[config.mk]
export PLATFORM = sky130hd
export DESIGN_NAME = register_bank_2r1w
export DESIGN_NICKNAME = d
export VERILOG_FILES = /design/src/rtl/register_bank_2r1w_pkg.sv /design/src/rtl/register_bank_2r1w.sv
export SDC_FILE = /design/constraint.sdc
export NUM_CORES = 2
export LEC_CHECK = 0
export BUFFER_PORTS_ARGS = -buffer_cell sky130_fd_sc_hd__buf_2
export CORE_MARGIN = 5
export CORE_UTILIZATION = 58
export CTS_CLUSTER_SIZE = 10
export DETAILED_ROUTE_END_ITERATION = 10
export GPL_TIMING_DRIVEN = 0
export PLACE_DENSITY = 0.78
export SLEW_MARGIN = 10
export SYNTH_ARGS = -nofsm -noshare
export SYNTH_HDL_FRONTEND = slang
export SYNTH_SLANG_ARGS = --single-unit
export TNS_END_PERCENT = 100
[constraint.sdc]
create_clock -name i_clk -period 1.6 [get_ports i_clk]
set_input_delay 0.08 -clock i_clk [delete_from_list [all_inputs] [get_ports i_clk]]
set_output_delay 0.08 -clock i_clk [all_outputs]
set_load 0.03 [all_outputs]
[src/rtl/register_bank_2r1w_pkg.sv]
// Shared sizing defaults and index/data types for the 2-read/1-write register bank.
// REG_ZERO is the index that REG_ZERO_HARDWIRED_EN pins to zero.
package register_bank_2r1w_pkg;

   localparam int NB_DATA_DEF = 32;
   localparam int NB_REG_DEF  = 5;

   typedef logic [NB_REG_DEF-1:0]  reg_idx_t;
   typedef logic [NB_DATA_DEF-1:0] data_word_t;

   localparam int unsigned REG_ZERO = 0;

endpackage

[src/rtl/register_bank_2r1w.sv]
// CPU register file: two combinational read ports, one synchronous write port.
// Define REG_ZERO_HARDWIRED_EN to make index 0 a constant-zero register.
module register_bank_2r1w
   import register_bank_2r1w_pkg::*;
#(
   parameter int NB_DATA = NB_DATA_DEF,
   parameter int NB_REG  = NB_REG_DEF
) (
   input  logic               i_clk,
   input  logic               i_reset,
   input  logic [NB_REG-1:0]  i_read_reg1,
   input  logic [NB_REG-1:0]  i_read_reg2,
   input  logic [NB_REG-1:0]  i_write_reg,
   input  logic [NB_DATA-1:0] i_write_data,
   input  logic               i_write_enable,
   output logic [NB_DATA-1:0] o_register1,
   output logic [NB_DATA-1:0] o_register2
);

   localparam int DEPTH = 2 ** NB_REG;

   logic [NB_DATA-1:0] registers [0:DEPTH-1];
   logic               write_ok;

`ifdef REG_ZERO_HARDWIRED_EN
   localparam logic [NB_REG-1:0] IDX_ZERO = NB_REG'(REG_ZERO);

   assign write_ok    = i_write_enable && (i_write_reg != IDX_ZERO);
   assign o_register1 = (i_read_reg1 == IDX_ZERO) ? '0 : registers[i_read_reg1];
   assign o_register2 = (i_read_reg2 == IDX_ZERO) ? '0 : registers[i_read_reg2];
`else
   assign write_ok    = i_write_enable;
   assign o_register1 = registers[i_read_reg1];
   assign o_register2 = registers[i_read_reg2];
`endif

   // Reset wins over a same-edge write; no bypass, so reads see new data only after the edge.
   always_ff @(posedge i_clk) begin
      if (i_reset) begin
         for (int i = 0; i < DEPTH; i++) begin
            registers[i] <= '0;
         end
      end else if (write_ok) begin
         registers[i_write_reg] <= i_write_data;
      end
   end

endmodule

Word-level counts from Yosys, hierarchy flattened
Memories as Yosys holds them, arrays and structs flattened.
Cells that the tools add are included.
- register bits after elaboration: 0
- bits in writable memories: 1024
- input port bits: 50
- output and inout bits: 64
- word-level logic and storage cells: 10
- memories kept: 1
- memory list (memory ; words ; width ; read ports ; clocked after Yosys merged registers in ; write ports ; line ; source):
    registers ; 32 ; 32 ; 2 ; 0 ; 32 ; register_bank_2r1w.sv:22 ; logic [NB_DATA-1:0] registers [0:DEPTH-1];
- multiplexer cells: 8
- reductions and logical operators: 1
- operators with widths (kind ; count):
    $mux 32 ; 1
    $reduce_or 32->1 ; 1
    $mux 1 ; 6
    $mux 5 ; 1

Longest topological paths before layout
- depth after elaboration: 5
- depth in mapped cells: 8
- mapped depth without buffers: 5

Least setup slack after synthesis
No wires, ideal clock.
- path type: in2reg
- from: input i_reset
- to: memory registers[12][0] in the netlist's numbering (enable)
- arrival: 1357 ps
- slack: -132 ps
- cell stages on the path: 5
- cells stage by stage: nand2b_1 > or3_1 > buf_6 > nor2_8 > or2_2
- RTL lines (element ; line ; source):
    start: declaration ; register_bank_2r1w.sv:10 ; input logic i_reset,
    end: declaration ; register_bank_2r1w.sv:22 ;

Worst setup path in the final report
- from: input i_read_reg1[0]
- to: output o_register1[31]
- word-level cells in the longest chain between the ends: 1
- ends and longest elaborated chain (element ; line ; source):
    start: declaration ; register_bank_2r1w.sv:11 ; input logic [NB_REG-1:0] i_read_reg1,
    $mem_v2 32x32 ; -- ;
    end: declaration ; register_bank_2r1w.sv:16 ; output logic [NB_DATA-1:0] o_register1,
No other way between the ends.

==> run metrics <==
status=finished with violations; failing checks=negative setup slack; clock share of power=0.362; Syn Inst Count=4640; PnR worst setup slack=-0.8222 ns; main combinational cell family by area after synthesis=multiplexers; CTS tree=built; total power=65.25 mW; Rel. slew slack=0.1975; biggest regs=registers x1024; Max Slew Vio Count=0; initial antenna violation count=12; setup_tns=-44.81 ns; Reg power frac=0.487; Crit. path cell count=9; fmax=412.8 MHz; largest reg by FF count=registers; worst-margin pin slew=1.204 ns; Hold Vio Cnt, Final=0; root buffer cell=clkbuf_16; RSZ-0062 raised after global routing=true; H-tree Lvls=3; worst vdd ir=0.8592 mV; Starting Density=0.5839; remaining global-route overflow=0; top post-synthesis cells by area=edfxtp_1 54%, mux2i_1 18%, and2_1 11%; #FFs+latches synth=1024; syn avg cell area=12.17 um^2; CP Max Fanout=10; first-pass GRT wire length=298.3 mm; DRC=0; setup violators final=261; fin crit period=2.422 ns; Hold Crit Class=in -> reg; drt total wl=218.0 mm; CTS Sinks=1024; ys async rst share=0; CP most frequent cell=buf_4; CP Cell Sequence=buf_2 > and2_1 > buf_4 > buf_4 > buf_4 > a22oi_1 > nand3_1 > nand3_2 > buf_6; # IOs=114; GPL Wtd Cong=1.062; Synth Area in Adders=0; crit path DAT=2.34 ns; CP peak stage delay=0.34 ns; Core Rows=114; Distinct cells, synth=31; Num CTS Buffers=115; post-DP HPWL=149.2 mm; max FFs per register=1024; drt first-iter violations=6938; Post-Syn Nets=4690; placed cell area=58670 um^2; share of the synthesized area in the top cell type=0.5445; Reg clk slew, reported paths=0.06 ns; biggest area consumer among synthesized cells=edfxtp_1; Critical Path Source Type=input port; synth-to-layout area growth=13.43%; largest net degree at the start of global routing=33; P_leak=25.44 nW; Pwr Density=1019 nW/um^2; post-route ant nets=0; CP required=1.52 ns; share of cells above drive strength 1=0.1662; XOR/XNOR Fraction of Synth Area=0; total via count in the routed design=43370; post-synthesis mux area share=0.1815; Synth Flop Type=edfxtp_1; Final Cell Area=64050 um^2; complex-gate fraction of the synthesized area=0.06949; Logic pwr share=0.151; Final Non-Filler Cells=6241; Cell Int Power=47.28 mW; Syn Std Cell Area=56470 um^2; Nets=4974; simple logic cell fraction of the synthesized area=0.1611; IO Port Bufs=111; Net Sw Power=17.98 mW; CP Capture Type=output port; die area=103700 um^2; placed insts=6027; CP top delay family=buffers and inverters; DR WL/cell=34.93 um; Vias/cell=6.950; Die W=322.0 um; switch share=0.2755; core area=96710 um^2; EDFF count, synth=1024; CP bufs+invs=5; drt pass-1 iters=8; sequential-to-total area share from yosys stat=0.5445; Post-Place Setup Slack=-1.831 ns; YS warnings=0; crit share post-route=1.514; Slowest cell on crit path=buf_4; max-cap viol count=0; DIE HEIGHT=322.0 um; Clock Tree Buf Depth=3; GRT Util Overall=0.4077; vias in the first global route=41930; CP Class=in -> out; Hold Path Cell Cnt=2
power groups by stage:
stage                     clock network (mW)  registers, mW  logic (mW)
after floorplan                            0           32.0        5.16
after global placement                     0           32.1        8.34
after detailed placement                   0           32.3        8.47
after CTS                               23.3           31.7        9.24
after global routing                    24.4           31.9        9.93
final                                   23.6           31.8        9.82
cell families after synthesis:
group | Yosys count
simple gates | 1568
mux | 1024
flops | 1024
compound gates | 576
buf+inv | 448
repair_timing:
action	in CTS	in global routing
resized for setup	377	159
hold buffers	32	0
cloned	16	8
pin swaps	103	63
buffers inserted	0	0
setup endpoints to repair	848	594
endpoints found under the hold margin	64	0
synth_stat cells, types with 66 or more instances:
cell	instances
and2_1	1026
edfxtp_1	1024
mux2i_1	1024
nand2_1	195
nand3_1	193
a21oi_1	192
a22oi_1	192
clkbuf_1	189
a22o_1	128
buf_4	76
clkbuf_2	66
final timing paths:
path                            from                            end  slack [ns]
worst min-delay path         i_reset  registers[1][0]$_SDFFCE_PN0P_        0.15
worst max-delay path  i_read_reg1[0]                o_register1[31]       -0.82
metrics by stage:
stage	util	hold WS, ns
2_1_floorplan	-	0.2782
3_3_place_gp	0.6067	0.4298
3_5_place_dp	0.6067	0.4377
4_1_cts	0.6564	0.1408
5_1_grt	0.6620	0.1599
6_report	0.6623	0.1532
cell type report:
type / instances / area [um^2]
repair buffers: 143 / 1276
multi-input cells: 3192 / 24610
well taps: 1276 / 1597
clock inverters: 9 / 41.29
diodes: 12 / 30.03
fillers: 7097 / 32660
plain buffers: 448 / 2700
clock buffers: 137 / 3045
flip-flops and latches: 1024 / 30750
placed cells by master, fill, tap and decap left out, types with 15 or more instances in the layout:
cell type,n
and2_1,1026
nor3_2,43
nand3_2,67
dlygate4sd3_1,32
clkbuf_16,119
or2_4,50
clkbuf_2,122
a22o_2,20
buf_2,84
buf_4,82
nand2_1,195
a21oi_1,192
edfxtp_1,1024
a31oi_1,43
nand3_1,120
clkbuf_4,22
a22oi_1,182
nor3_1,15
clkbuf_1,146
buf_6,115
mux2i_1,1023
a22o_1,107
metal layers:
layer  part of all wire  vias up  wire length [um]  track usage
li1                   -    17560                 -            -
met4               0.10        4             22710       0.3291
met1               0.34    21170             73830       0.4962
met3               0.13      974             28430       0.1223
met5            0.00013        -                28            0
met2               0.43     3663             92980       0.6030
Note: power is estimated with default switching activity, not from simulation.
